### config.mk
export PLATFORM = sky130hd
export DESIGN_NAME = idma_legalizer_r_axi_w_obi_buf_flat
export DESIGN_NICKNAME = d
export VERILOG_FILES = /design/src/rtl/idma_legalizer_r_axi_w_obi_buf_if.sv /design/src/rtl/idma_legalizer_r_axi_w_obi_buf.sv /design/src/flat_wrapper.sv
export SDC_FILE = /design/constraint.sdc
export NUM_CORES = 1
export LEC_CHECK = 0
export CAP_MARGIN = 30
export CELL_PAD_IN_SITES_DETAIL_PLACEMENT = 1
export CELL_PAD_IN_SITES_GLOBAL_PLACEMENT = 1
export CORE_ASPECT_RATIO = 0.75
export CORE_UTILIZATION = 41
export DETAILED_ROUTE_END_ITERATION = 12
export PLACE_DENSITY_LB_ADDON = 0.1
export SYNTH_ARGS = -nofsm -noshare
export SYNTH_HDL_FRONTEND = slang
export SYNTH_SLANG_ARGS = --single-unit
### constraint.sdc
create_clock -name clk_i -period 6.7 [get_ports clk_i]
set_input_delay 0.67 -clock clk_i [delete_from_list [all_inputs] [get_ports clk_i]]
set_output_delay 0.67 -clock clk_i [all_outputs]
set_load 0.03 [all_outputs]
### src/rtl/idma_legalizer_r_axi_w_obi_buf_if.sv
// Bundles the request, read-burst, write-word and control signals of the
// AXI-read / OBI-write legalizer. The slave view belongs to the legalizer; the
// master view belongs to whatever drives requests and consumes the bursts.
interface idma_legalizer_r_axi_w_obi_buf_if #(
  parameter int unsigned DataWidth = 32,
  parameter int unsigned AddrWidth = 32,
  parameter int unsigned LenWidth  = 32
);
  localparam int unsigned StrbWidth   = DataWidth / 8;
  localparam int unsigned OffsetWidth = $clog2(StrbWidth);

  // 1D request input
  logic [AddrWidth-1:0]   req_src_addr_i;
  logic [AddrWidth-1:0]   req_dst_addr_i;
  logic [LenWidth-1:0]    req_length_i;
  logic                   req_last_i;
  logic                   req_valid_i;
  logic                   req_ready_o;

  // AXI read burst output
  logic [AddrWidth-1:0]   r_addr_o;
  logic [7:0]             r_len_o;
  logic [OffsetWidth-1:0] r_offset_o;
  logic [OffsetWidth-1:0] r_tailer_o;
  logic [OffsetWidth-1:0] r_shift_o;
  logic                   r_is_single_o;
  logic                   r_valid_o;
  logic                   r_ready_i;

  // OBI write word output
  logic [AddrWidth-1:0]   w_addr_o;
  logic [StrbWidth-1:0]   w_be_o;
  logic [OffsetWidth-1:0] w_offset_o;
  logic [OffsetWidth-1:0] w_tailer_o;
  logic [OffsetWidth-1:0] w_shift_o;
  logic                   w_last_o;
  logic                   w_super_last_o;
  logic                   w_valid_o;
  logic                   w_ready_i;

  // Control and status
  logic                   flush_i;
  logic                   kill_i;
  logic                   r_busy_o;
  logic                   w_busy_o;

  modport slave (
    input  req_src_addr_i, req_dst_addr_i, req_length_i, req_last_i, req_valid_i,
    output req_ready_o,
    output r_addr_o, r_len_o, r_offset_o, r_tailer_o, r_shift_o, r_is_single_o, r_valid_o,
    input  r_ready_i,
    output w_addr_o, w_be_o, w_offset_o, w_tailer_o, w_shift_o, w_last_o, w_super_last_o,
    output w_valid_o,
    input  w_ready_i,
    input  flush_i, kill_i,
    output r_busy_o, w_busy_o
  );

  modport master (
    output req_src_addr_i, req_dst_addr_i, req_length_i, req_last_i, req_valid_i,
    input  req_ready_o,
    input  r_addr_o, r_len_o, r_offset_o, r_tailer_o, r_shift_o, r_is_single_o, r_valid_o,
    output r_ready_i,
    input  w_addr_o, w_be_o, w_offset_o, w_tailer_o, w_shift_o, w_last_o, w_super_last_o,
    input  w_valid_o,
    output w_ready_i,
    output flush_i, kill_i,
    input  r_busy_o, w_busy_o
  );
endinterface

### src/rtl/idma_legalizer_r_axi_w_obi_buf.sv
// Legalizer for AXI-read / OBI-write transfers. Buffers 1D requests in a small
// FIFO, then splits each one into AXI INCR read bursts that never cross a burst
// window and into single-word OBI writes with generated byte enables. The read
// and write machines load together but then run independently.
module idma_legalizer_r_axi_w_obi_buf #(
  parameter int unsigned DataWidth    = 32,
  parameter int unsigned AddrWidth    = 32,
  parameter int unsigned LenWidth     = 32,
  parameter int unsigned PageSize     = 4096,
  parameter int unsigned MaxBeats     = 256,
  parameter int unsigned ReqFifoDepth = 2
) (
  input logic                             clk_i,
  input logic                             rst_ni,
  idma_legalizer_r_axi_w_obi_buf_if.slave bus
);

  localparam int unsigned StrbWidth   = DataWidth / 8;
  localparam int unsigned OffsetWidth = $clog2(StrbWidth);
  localparam int unsigned BeatBytes   = MaxBeats * StrbWidth;
  localparam int unsigned BurstBytes  = (PageSize < BeatBytes) ? PageSize : BeatBytes;
  localparam int unsigned BurstBits   = $clog2(BurstBytes);
  localparam int unsigned PtrWidth    = (ReqFifoDepth > 1) ? $clog2(ReqFifoDepth) : 1;
  localparam int unsigned CntWidth    = $clog2(ReqFifoDepth + 1);

  typedef struct packed {
    logic [AddrWidth-1:0] src;
    logic [AddrWidth-1:0] dst;
    logic [LenWidth-1:0]  length;
    logic                 last;
  } req_t;

  // ---------------------------------------------------------------------------
  // Request FIFO (registered output, no fall-through)
  // ---------------------------------------------------------------------------
  req_t                fifo_mem_q [ReqFifoDepth];
  logic [PtrWidth-1:0] wr_ptr_q;
  logic [PtrWidth-1:0] rd_ptr_q;
  logic [CntWidth-1:0] count_q;
  logic                fifo_full;
  logic                fifo_empty;
  logic                push;
  logic                load;
  req_t                req_in;
  req_t                fifo_head;

  assign fifo_full  = (count_q == CntWidth'(ReqFifoDepth));
  assign fifo_empty = (count_q == '0);
  assign req_in     = '{src:    bus.req_src_addr_i,
                        dst:    bus.req_dst_addr_i,
                        length: bus.req_length_i,
                        last:   bus.req_last_i};
  assign fifo_head  = fifo_mem_q[rd_ptr_q];

  assign bus.req_ready_o = !fifo_full && !bus.kill_i;
  assign push            = bus.req_valid_i && bus.req_ready_o;

  // Entry storage; a slot is only read after it was written, so no reset needed
  always_ff @(posedge clk_i) begin
    if (push) begin
      fifo_mem_q[wr_ptr_q] <= req_in;
    end
  end

  // Pointer and occupancy bookkeeping; kill drops every buffered request
  always_ff @(posedge clk_i or negedge rst_ni) begin
    if (!rst_ni) begin
      wr_ptr_q <= '0;
      rd_ptr_q <= '0;
      count_q  <= '0;
    end else if (bus.kill_i) begin
      wr_ptr_q <= '0;
      rd_ptr_q <= '0;
      count_q  <= '0;
    end else begin
      if (push) begin
        wr_ptr_q <= (wr_ptr_q == PtrWidth'(ReqFifoDepth - 1)) ? '0 : wr_ptr_q + 1'b1;
      end
      if (load) begin
        rd_ptr_q <= (rd_ptr_q == PtrWidth'(ReqFifoDepth - 1)) ? '0 : rd_ptr_q + 1'b1;
      end
      case ({push, load})
        2'b10:   count_q <= count_q + 1'b1;
        2'b01:   count_q <= count_q - 1'b1;
        default: count_q <= count_q;
      endcase
    end
  end

  // ---------------------------------------------------------------------------
  // Read machine state and burst sizing
  // ---------------------------------------------------------------------------
  logic [AddrWidth-1:0]   r_addr_q;
  logic [LenWidth-1:0]    r_rem_q;
  logic                   r_active_q;
  logic [OffsetWidth-1:0] r_shift_q;
  logic [OffsetWidth-1:0] r_off;
  logic [LenWidth-1:0]    r_page_room;
  logic [LenWidth-1:0]    r_chunk;
  logic [LenWidth-1:0]    r_span;
  logic                   r_final;
  logic                   r_valid;
  logic                   r_hs;
  logic                   r_free;

  // Burst size is bounded by what is left and by the distance to the window end
  always_comb begin
    r_off       = r_addr_q[OffsetWidth-1:0];
    r_page_room = LenWidth'(BurstBytes) - LenWidth'(r_addr_q[BurstBits-1:0]);
    r_chunk     = (r_rem_q < r_page_room) ? r_rem_q : r_page_room;
    r_span      = r_chunk + LenWidth'(r_off);
    r_final     = (r_rem_q == r_chunk);
  end

  assign r_valid = r_active_q && !bus.flush_i && !bus.kill_i;
  assign r_hs    = r_valid && bus.r_ready_i;
  assign r_free  = !r_active_q || (r_hs && r_final);

  // ---------------------------------------------------------------------------
  // Write machine state and word sizing
  // ---------------------------------------------------------------------------
  logic [AddrWidth-1:0]   w_addr_q;
  logic [LenWidth-1:0]    w_rem_q;
  logic                   w_active_q;
  logic                   w_super_q;
  logic [OffsetWidth-1:0] w_shift_q;
  logic [OffsetWidth-1:0] w_off;
  logic [LenWidth-1:0]    w_room;
  logic [LenWidth-1:0]    w_chunk;
  logic [StrbWidth-1:0]   w_be;
  logic                   w_last;
  logic                   w_valid;
  logic                   w_hs;
  logic                   w_free;

  // One word per access; a zero-length request yields a single empty last word
  always_comb begin
    w_off   = w_addr_q[OffsetWidth-1:0];
    w_room  = LenWidth'(StrbWidth) - LenWidth'(w_off);
    w_chunk = (w_rem_q < w_room) ? w_rem_q : w_room;
    w_last  = (w_rem_q == w_chunk);
    w_be    = '0;
    for (int i = 0; i < int'(StrbWidth); i++) begin
      if ((LenWidth'(i) >= LenWidth'(w_off)) &&
          (LenWidth'(i) < (LenWidth'(w_off) + w_chunk))) begin
        w_be[i] = 1'b1;
      end
    end
  end

  assign w_valid = w_active_q && !bus.flush_i && !bus.kill_i;
  assign w_hs    = w_valid && bus.w_ready_i;
  assign w_free  = !w_active_q || (w_hs && w_last);

  // Both machines take the head request once each is idle or finishing now
  assign load = !fifo_empty && !bus.flush_i && !bus.kill_i && r_free && w_free;

  // Read machine: load, then advance by one burst per handshake
  always_ff @(posedge clk_i or negedge rst_ni) begin
    if (!rst_ni) begin
      r_addr_q   <= '0;
      r_rem_q    <= '0;
      r_active_q <= 1'b0;
      r_shift_q  <= '0;
    end else if (bus.kill_i) begin
      r_addr_q   <= '0;
      r_rem_q    <= '0;
      r_active_q <= 1'b0;
      r_shift_q  <= '0;
    end else if (load) begin
      r_addr_q   <= fifo_head.src;
      r_rem_q    <= fifo_head.length;
      r_active_q <= (fifo_head.length != '0);
      r_shift_q  <= fifo_head.src[OffsetWidth-1:0];
    end else if (r_hs) begin
      r_addr_q   <= r_addr_q + AddrWidth'(r_chunk);
      r_rem_q    <= r_rem_q - r_chunk;
      r_active_q <= !r_final;
    end
  end

  // Write machine: load, then advance by one word per handshake
  always_ff @(posedge clk_i or negedge rst_ni) begin
    if (!rst_ni) begin
      w_addr_q   <= '0;
      w_rem_q    <= '0;
      w_active_q <= 1'b0;
      w_super_q  <= 1'b0;
      w_shift_q  <= '0;
    end else if (bus.kill_i) begin
      w_addr_q   <= '0;
      w_rem_q    <= '0;
      w_active_q <= 1'b0;
      w_super_q  <= 1'b0;
      w_shift_q  <= '0;
    end else if (load) begin
      w_addr_q   <= fifo_head.dst;
      w_rem_q    <= fifo_head.length;
      w_active_q <= 1'b1;
      w_super_q  <= fifo_head.last;
      w_shift_q  <= -fifo_head.dst[OffsetWidth-1:0];
    end else if (w_hs) begin
      w_addr_q   <= w_addr_q + AddrWidth'(w_chunk);
      w_rem_q    <= w_rem_q - w_chunk;
      w_active_q <= !w_last;
    end
  end

  // ---------------------------------------------------------------------------
  // Outputs; data fields read as zero while a machine is idle
  // ---------------------------------------------------------------------------
  assign bus.r_valid_o     = r_valid;
  assign bus.r_busy_o      = r_active_q;
  assign bus.r_addr_o      = r_active_q ? {r_addr_q[AddrWidth-1:OffsetWidth], {OffsetWidth{1'b0}}} : '0;
  assign bus.r_len_o       = r_active_q ? 8'((r_span - LenWidth'(1)) >> OffsetWidth) : '0;
  assign bus.r_offset_o    = r_active_q ? r_off : '0;
  assign bus.r_tailer_o    = r_active_q ? r_span[OffsetWidth-1:0] : '0;
  assign bus.r_shift_o     = r_active_q ? r_shift_q : '0;
  assign bus.r_is_single_o = r_active_q && (r_span <= LenWidth'(StrbWidth));

  assign bus.w_valid_o      = w_valid;
  assign bus.w_busy_o       = w_active_q;
  assign bus.w_addr_o       = w_active_q ? {w_addr_q[AddrWidth-1:OffsetWidth], {OffsetWidth{1'b0}}} : '0;
  assign bus.w_be_o         = w_active_q ? w_be : '0;
  assign bus.w_offset_o     = w_active_q ? w_off : '0;
  assign bus.w_tailer_o     = w_active_q ? (w_off + w_chunk[OffsetWidth-1:0]) : '0;
  assign bus.w_shift_o      = w_active_q ? w_shift_q : '0;
  assign bus.w_last_o       = w_active_q && w_last;
  assign bus.w_super_last_o = w_active_q && w_last && w_super_q;

endmodule

### src/flat_wrapper.sv
// flat-port wrapper written by rule: the top's interface ports become plain ports
module idma_legalizer_r_axi_w_obi_buf_flat 
#(
  parameter int unsigned DataWidth    = 32,
  parameter int unsigned AddrWidth    = 32,
  parameter int unsigned LenWidth     = 32,
  parameter int unsigned PageSize     = 4096,
  parameter int unsigned MaxBeats     = 256,
  parameter int unsigned ReqFifoDepth = 2
)
  (clk_i, rst_ni, bus_req_src_addr_i, bus_req_dst_addr_i, bus_req_length_i, bus_req_last_i, bus_req_valid_i, bus_req_ready_o, bus_r_addr_o, bus_r_len_o, bus_r_offset_o, bus_r_tailer_o, bus_r_shift_o, bus_r_is_single_o, bus_r_valid_o, bus_r_ready_i, bus_w_addr_o, bus_w_be_o, bus_w_offset_o, bus_w_tailer_o, bus_w_shift_o, bus_w_last_o, bus_w_super_last_o, bus_w_valid_o, bus_w_ready_i, bus_flush_i, bus_kill_i, bus_r_busy_o, bus_w_busy_o);
  idma_legalizer_r_axi_w_obi_buf_if #(.DataWidth(DataWidth), .AddrWidth(AddrWidth), .LenWidth(LenWidth)) bus_i ();
  input logic clk_i;
  input logic rst_ni;
  input wire logic [$bits(bus_i.req_src_addr_i)-1:0] bus_req_src_addr_i;
  input wire logic [$bits(bus_i.req_dst_addr_i)-1:0] bus_req_dst_addr_i;
  input wire logic [$bits(bus_i.req_length_i)-1:0] bus_req_length_i;
  input wire logic [$bits(bus_i.req_last_i)-1:0] bus_req_last_i;
  input wire logic [$bits(bus_i.req_valid_i)-1:0] bus_req_valid_i;
  output wire logic [$bits(bus_i.req_ready_o)-1:0] bus_req_ready_o;
  output wire logic [$bits(bus_i.r_addr_o)-1:0] bus_r_addr_o;
  output wire logic [$bits(bus_i.r_len_o)-1:0] bus_r_len_o;
  output wire logic [$bits(bus_i.r_offset_o)-1:0] bus_r_offset_o;
  output wire logic [$bits(bus_i.r_tailer_o)-1:0] bus_r_tailer_o;
  output wire logic [$bits(bus_i.r_shift_o)-1:0] bus_r_shift_o;
  output wire logic [$bits(bus_i.r_is_single_o)-1:0] bus_r_is_single_o;
  output wire logic [$bits(bus_i.r_valid_o)-1:0] bus_r_valid_o;
  input wire logic [$bits(bus_i.r_ready_i)-1:0] bus_r_ready_i;
  output wire logic [$bits(bus_i.w_addr_o)-1:0] bus_w_addr_o;
  output wire logic [$bits(bus_i.w_be_o)-1:0] bus_w_be_o;
  output wire logic [$bits(bus_i.w_offset_o)-1:0] bus_w_offset_o;
  output wire logic [$bits(bus_i.w_tailer_o)-1:0] bus_w_tailer_o;
  output wire logic [$bits(bus_i.w_shift_o)-1:0] bus_w_shift_o;
  output wire logic [$bits(bus_i.w_last_o)-1:0] bus_w_last_o;
  output wire logic [$bits(bus_i.w_super_last_o)-1:0] bus_w_super_last_o;
  output wire logic [$bits(bus_i.w_valid_o)-1:0] bus_w_valid_o;
  input wire logic [$bits(bus_i.w_ready_i)-1:0] bus_w_ready_i;
  input wire logic [$bits(bus_i.flush_i)-1:0] bus_flush_i;
  input wire logic [$bits(bus_i.kill_i)-1:0] bus_kill_i;
  output wire logic [$bits(bus_i.r_busy_o)-1:0] bus_r_busy_o;
  output wire logic [$bits(bus_i.w_busy_o)-1:0] bus_w_busy_o;
  assign bus_i.req_src_addr_i = bus_req_src_addr_i;
  assign bus_i.req_dst_addr_i = bus_req_dst_addr_i;
  assign bus_i.req_length_i = bus_req_length_i;
  assign bus_i.req_last_i = bus_req_last_i;
  assign bus_i.req_valid_i = bus_req_valid_i;
  assign bus_req_ready_o = bus_i.req_ready_o;
  assign bus_r_addr_o = bus_i.r_addr_o;
  assign bus_r_len_o = bus_i.r_len_o;
  assign bus_r_offset_o = bus_i.r_offset_o;
  assign bus_r_tailer_o = bus_i.r_tailer_o;
  assign bus_r_shift_o = bus_i.r_shift_o;
  assign bus_r_is_single_o = bus_i.r_is_single_o;
  assign bus_r_valid_o = bus_i.r_valid_o;
  assign bus_i.r_ready_i = bus_r_ready_i;
  assign bus_w_addr_o = bus_i.w_addr_o;
  assign bus_w_be_o = bus_i.w_be_o;
  assign bus_w_offset_o = bus_i.w_offset_o;
  assign bus_w_tailer_o = bus_i.w_tailer_o;
  assign bus_w_shift_o = bus_i.w_shift_o;
  assign bus_w_last_o = bus_i.w_last_o;
  assign bus_w_super_last_o = bus_i.w_super_last_o;
  assign bus_w_valid_o = bus_i.w_valid_o;
  assign bus_i.w_ready_i = bus_w_ready_i;
  assign bus_i.flush_i = bus_flush_i;
  assign bus_i.kill_i = bus_kill_i;
  assign bus_r_busy_o = bus_i.r_busy_o;
  assign bus_w_busy_o = bus_i.w_busy_o;
  idma_legalizer_r_axi_w_obi_buf #(.DataWidth(DataWidth), .AddrWidth(AddrWidth), .LenWidth(LenWidth), .PageSize(PageSize), .MaxBeats(MaxBeats), .ReqFifoDepth(ReqFifoDepth)) u_core (.clk_i(clk_i), .rst_ni(rst_ni), .bus(bus_i));
endmodule
== Word level (Yosys, flattened, before mapping) ==
Memories as Yosys holds them, arrays and structs flattened.
Cells that the tools add are included.
Storage, ports and cells
  output and inout port bits: 96
  word-level logic and storage cells: 130
  bits in writable memories: 194
  memories kept: 1
  register bits: 139
Memory list
  u_core.fifo_mem_q: words 2, width 97, read ports 1, clocked after memory_dff 0, write ports 1, RTL line idma_legalizer_r_axi_w_obi_buf.sv:36  | req_t fifo_mem_q [ReqFifoDepth];
Operators by class
  add/subtract/negate cells: 15
  reduce and logical (&&, ||, !) cells: 37
  mux-type cells: 50
  equality and inequality tests: 5
  $lt $le $gt $ge: 10
Operator list (count)
  2-to-1 mux 32 bit: 16
  adder 32 bit: 2
  == test 32 bit: 2
  less-than comparator 1 x 32 -> 1 bit (first input constant): 2
  less-than comparator 2 x 32 -> 1 bit (first input constant): 2
  less-than comparator 32 bit: 2
  subtractor 32 bit: 2
  adder 2 x 32 -> 32 bit: 1
  adder 32 x 2 -> 32 bit: 1
  less-or-equal comparator 32 x 3 -> 1 bit (second input constant): 1
  nonzero test 32 bit: 1
  2-to-1 mux 2 bit: 11
  logical AND 1 bit: 20
  2-to-1 mux 1 bit: 20
  subtractor 11 x 10 -> 12 bit (first input constant): 1
  subtractor 10 x 1 -> 10 bit (second input constant): 1
  nonzero test 3 bit: 3
  zero test 1 bit: 8
  2-to-1 mux 8 bit: 1
  == test 2 bit (second input constant): 2
  greater-or-equal comparator 1 x 2 -> 1 bit (first input constant): 2
  2-to-1 mux 4 bit: 1
  one-hot mux 2 bit (2 select lines): 1
  nonzero test 2 bit: 2
  other kinds (10): 12

== Longest topological paths before layout ==
  depth after elaboration: 11
  depth in mapped cells: 27
  depth with buffers taken out: 24

== Least setup slack after synthesis ==
OpenSTA, ideal clock, no wires.
  path kind: register -> output
  start: reg u_core.r_addr_q[1]
  end: out bus_r_len_o[7]
  data required time: 6.030 ns
  arrival time: 6.180 ns
  path buffers: 3
  path slack: -0.150 ns
  stages on the path, launching flop included: 25
  path through: dfrtp_1 -> inv_1 -> ha_1 -> or4b_1 -> or4_1 -> nor3_1 -> inv_1 -> ha_1 -> a2111o_1 -> a31oi_2 -> and3_1 -> buf_2 -> buf_1 -> o21ai_0 -> ha_1 -> fa_1 -> clkbuf_1 -> inv_1 -> nor2_1 -> or3_1 -> a211oi_1 -> o211ai_1 -> or3_1 -> xnor2_1 -> nor2_1
Between the ends
  word-level cells in the longest chain between the ends: 6
Ends and longest elaborated chain
  start, declared: RTL line idma_legalizer_r_axi_w_obi_buf.sv:93  | logic [AddrWidth-1:0] r_addr_q;
  start signal, assigned: RTL line idma_legalizer_r_axi_w_obi_buf.sv:171  | r_addr_q <= fifo_head.src;
  start signal, assigned: RTL line idma_legalizer_r_axi_w_obi_buf.sv:176  | r_addr_q <= r_addr_q + AddrWidth'(r_chunk);
  subtractor 11 x 10 -> 12 bit: RTL line idma_legalizer_r_axi_w_obi_buf.sv:109  | r_page_room = LenWidth'(BurstBytes) - LenWidth'(r_addr_q[BurstBits-1:0]);
  less-than comparator 32 bit: RTL line idma_legalizer_r_axi_w_obi_buf.sv:110  | r_chunk = (r_rem_q < r_page_room) ? r_rem_q : r_page_room;
  2-to-1 mux 32 bit: RTL line idma_legalizer_r_axi_w_obi_buf.sv:110
  adder 32 x 2 -> 32 bit (*): RTL line idma_legalizer_r_axi_w_obi_buf.sv:111  | r_span = r_chunk + LenWidth'(r_off);
  subtractor 10 x 1 -> 10 bit (*): RTL line idma_legalizer_r_axi_w_obi_buf.sv:215  | assign bus.r_len_o = r_active_q ? 8'((r_span - LenWidth'(1)) >> OffsetWidth) : '0;
  2-to-1 mux 8 bit (*): RTL line idma_legalizer_r_axi_w_obi_buf.sv:215
  end, declared: RTL line flat_wrapper.sv:22  | output wire logic [$bits(bus_i.r_len_o)-1:0] bus_r_len_o;
Mark *: on every way between the ends. The rest lies on a longest branch, timed or not.

== Final worst setup path ==
  start: reg u_core.r_addr_q[0]
  end: out bus_r_len_o[7]
Same word-level chain as after synthesis.

==> impl_results.md <==
- RD Place Congestion: 0.895
- DRC Markers: 0
- Tcrit/Tclk final: 98.2%
- Worst R2R End: u_core.r_rem_q[7]
- Warnings, synthesis: 0
- Global-route wire length before repair: 93.6 mm
- Die footprint: 47,900 um^2
- Initial antenna violation count: 2
- Ys flop type: edfxtp_1
- Initial drt markers: 899
- Cell Pwr Density: about 260 nW/um^2
- Count leader, synth: edfxtp_1
- Post-synth top area share: 30.2%
- Clk_lat worst skew: between 0.5 and 0.6 ns
- All-Layer GR Usage: 25.3%
- Synth top cells by count: 194 x edfxtp_1, 150 x a21oi_1, 139 x dfrtp_1, 139 x nand2_1, 133 x nor2_1
- Final setup fails: 0
- Final wirelength: 60.2 mm
- Clock sink total: between 300 and 400
- DP Wirelength: 43.1 mm
- Relative slew slack: 37.1%
- Routed len/inst: between 20 and 25 um
- Chip width: roughly 250 um
- Share of cells above drive strength 1: 9.60%
- CTS tree: done
- Critical Path Source Type: flop
- Synth Register Bits: about 330
- Post-CTS Hold Fix Bufs: 0
- FFs w/ async S/R, synth: about two fifths
- Dpl cells: roughly 2,700
- Top cell type by total area after synthesis: edfxtp_1
- Pre-antenna DRT Iters: 5
- Vias: 15,500
- Syn Inst Count: 1,858
- Register area: 9310 um^2
- Multi-input combinational cell area: 9770 um^2
- Top layer in use: met4
- Worst-Margin Slew: 0.944 ns
- Via-to-Cell Ratio: 5.62
- Root Driver: clkbuf_16
- WS Path Type: flop to primary output
- Post-synthesis area per instance: 10.4 um^2
- Final Cell Area: 23,700 um^2
- R2R Path Start: u_core.r_addr_q[0]
- Area post-placement: 22,200 um^2
- Largest net degree at the start of global routing: 84
- Area delta synth->final: 23.1%
- Routed met2 length: 27.2 mm
- Worst setup EP type: primary output
- Data required, critical path: 6.03 ns
- Floorplan core area: ~46,000 um^2
- Clk buf depth: 3
- CTS clk-pin slew, worst paths: approximately 0.06 ns
- Min-Delay Path Class: input pin to asynchronous set/reset pin
- Final ANT Viol Nets: 0
- Quantity of I/O buffers inserted on ports: 195
- RSZ-0062 raised after global routing: yes
- Ports: 200
- VDD IR max: 0.000190 V
- Vias in the first global route: 16,300
- Row cnt: 68
- R2r worst-path depth: 24
- H-tree level count: 2
- Max Cap Violations: 0
- Setup Skew: 0.0191 ns
- EDFF count, synth: 194
- Die Span Y: between 150 and 200 um
- Synth area leaders: edfxtp_1 30%, dfrtp_1 18%, ha_1 6.0%
- Min Tclk post-route: 6.58 ns
- R2R Setup Slk: 0.29 ns
- Synth cell types: 91
- Outcome: completed
- Final Non-Filler Cells: 2,758
- Arr. time, crit path: 5.91 ns
- Wl on met1: 29.2 mm
- Fin. Hold Viols: 0
- Post-synthesis sequential area ratio: 48.3%
- Fmax: 0.152 GHz
- Layout Nets: 2,296
- Post-Syn Area: 19,300 um^2
- Starting Density: between 40% and 50%
- Total CTS buffers: 37
- Critical path peak fanout: 5
- FILL cells: 5,021
- Grt ovf: 0
- Leak: 9.35 nW
- DR WL met3: 2.31 mm
- Max-slew violations: 0
## repair_timing
action                                  CTS  global route
resized for setup                        19            23
setup buffers                             5             5
gates cloned                              0             0
pin swaps                                 7            18
endpoints found under the hold margin     0             0
endpoints found under the setup margin    7             8
## metal layers
layer	track usage [%]	vias to the layer above
met4	7.34	0
met2	40.4	343
met3	2.86	88
met5	0	-
met1	36.2	7780
li1	-	7280
## placed cells by master (no fill, tap or decap), types with 7 or more instances in the layout
cell	netlist	final
a211oi_1	28	27
a21o_1	37	36
a21oi_1	150	149
a31oi_1	23	23
a41oi_1	7	7
and2_1	78	77
and3_1	24	22
buf_12	0	8
buf_4	6	50
clkbuf_16	0	37
clkdlybuf4s50_1	0	185
clkinv_2	0	9
conb_1	1	52
dfrtp_1	139	138
edfxtp_1	194	194
ha_1	92	88
inv_1	60	57
mux2_2	14	14
mux2i_1	99	98
nand2_1	139	139
nand2b_1	12	12
nand3_1	43	39
nand3b_1	7	7
nand4_1	27	27
nor2_1	133	128
nor2b_1	11	11
nor3_1	45	43
nor4_1	13	10
o211ai_1	12	12
o21a_1	10	10
o21ai_0	53	52
o21ai_1	27	27
o21bai_1	9	9
o22ai_1	24	24
o31ai_1	8	8
or3_1	13	11
xnor2_1	74	69
xor2_1	45	44
## logic make-up after synthesis
| group | Yosys count | share of synthesized area, % |
|---|---|---|
| buffers and inverters | 159 | 3.36 |
| adders and majority gates | 96 | 6.39 |
| xor gates and xnor gates | 120 | 5.52 |
| muxes | 117 | 6.20 |
| AOI/OAI and AO/OA | 446 | 14.7 |
| and+or+nand+nor | 586 | 15.6 |
| other | 1 | 0.0194 |
| DFF | 333 | 48.3 |
## flip-flops by register name (all words and copies together) (netlist names)
register             cells
u_core.w_addr_q         32
u_core.rd_ptr_q          1
u_core.fifo_mem_q      194
u_core.w_super_q         1
u_core.w_shift_q         2
u_core.r_rem_q          32
u_core.w_rem_q          32
u_core.r_shift_q         2
u_core.bus.w_busy_o      1
u_core.r_addr_q         32
u_core.bus.r_busy_o      1
u_core.count_q           2
u_core.wr_ptr_q          1
## through the flow
step	hold WS, ns	power (mW)	utilization [%]	setup slack, ns	TNS [ns]
after CTS	0.234	6.05	51.0	0.0268	0
after global placement	0.467	3.91	48.1	0.150	0
after global routing	0.273	6.35	51.4	-0.0829	-0.125
final	0.209	6.08	51.4	0.124	0
after detailed placement	0.477	3.95	48.1	0.0701	0
after floorplan	0.374	3.44	-	-0.0499	-0.0499
## worst max-delay path, cell delays in order (launching register included)
cell and delay [ns]:
dfrtp_1 0.39, inv_2 0.11, ha_4 0.14, or4b_4 0.46
or4_4 0.54, nor3_2 0.13, inv_1 0.10, ha_4 0.22
a2111o_1 0.38, a31oi_2 0.18, buf_4 0.16, nand3_4 0.10
a21o_4 0.26, fa_2 0.42, inv_2 0.10, nor2_2 0.06
or3_4 0.35, a211oi_4 0.26, o211ai_1 0.14, or3_4 0.42
xnor2_2 0.15, nor2_2 0.15, buf_12 0.14
## cell type report
class	instances	share of cell area, %
antenna	3	0.0316
clock buffer	43	4.08
clock inverter	25	0.975
inverter	62	0.981
multi-input combinational	1417	41.2
sequential	333	39.2
tap	630	3.32
timing repair buffer	245	10.2
## how the worst max path moves through the flow
stage                            start                end  slack [ns]
CTS                 u_core.r_addr_q[0]     bus_r_len_o[7]        0.03
global placement    u_core.r_addr_q[0]  u_core.r_rem_q[7]        0.15
finish              u_core.r_addr_q[0]     bus_r_len_o[7]        0.12
global route        u_core.r_addr_q[0]     bus_r_len_o[7]       -0.08
floorplan           u_core.r_addr_q[1]     bus_r_len_o[7]       -0.05
detailed placement  u_core.r_addr_q[0]  u_core.r_rem_q[7]        0.07
## power by group
part	switching [mW]	internal [mW]	total (mW)
clock network	0.887	1.17	2.05
registers	0.0873	2.29	2.38
logic	0.989	0.657	1.65
total	1.96	4.11	6.08
Note: power is estimated with default switching activity, not from simulation.
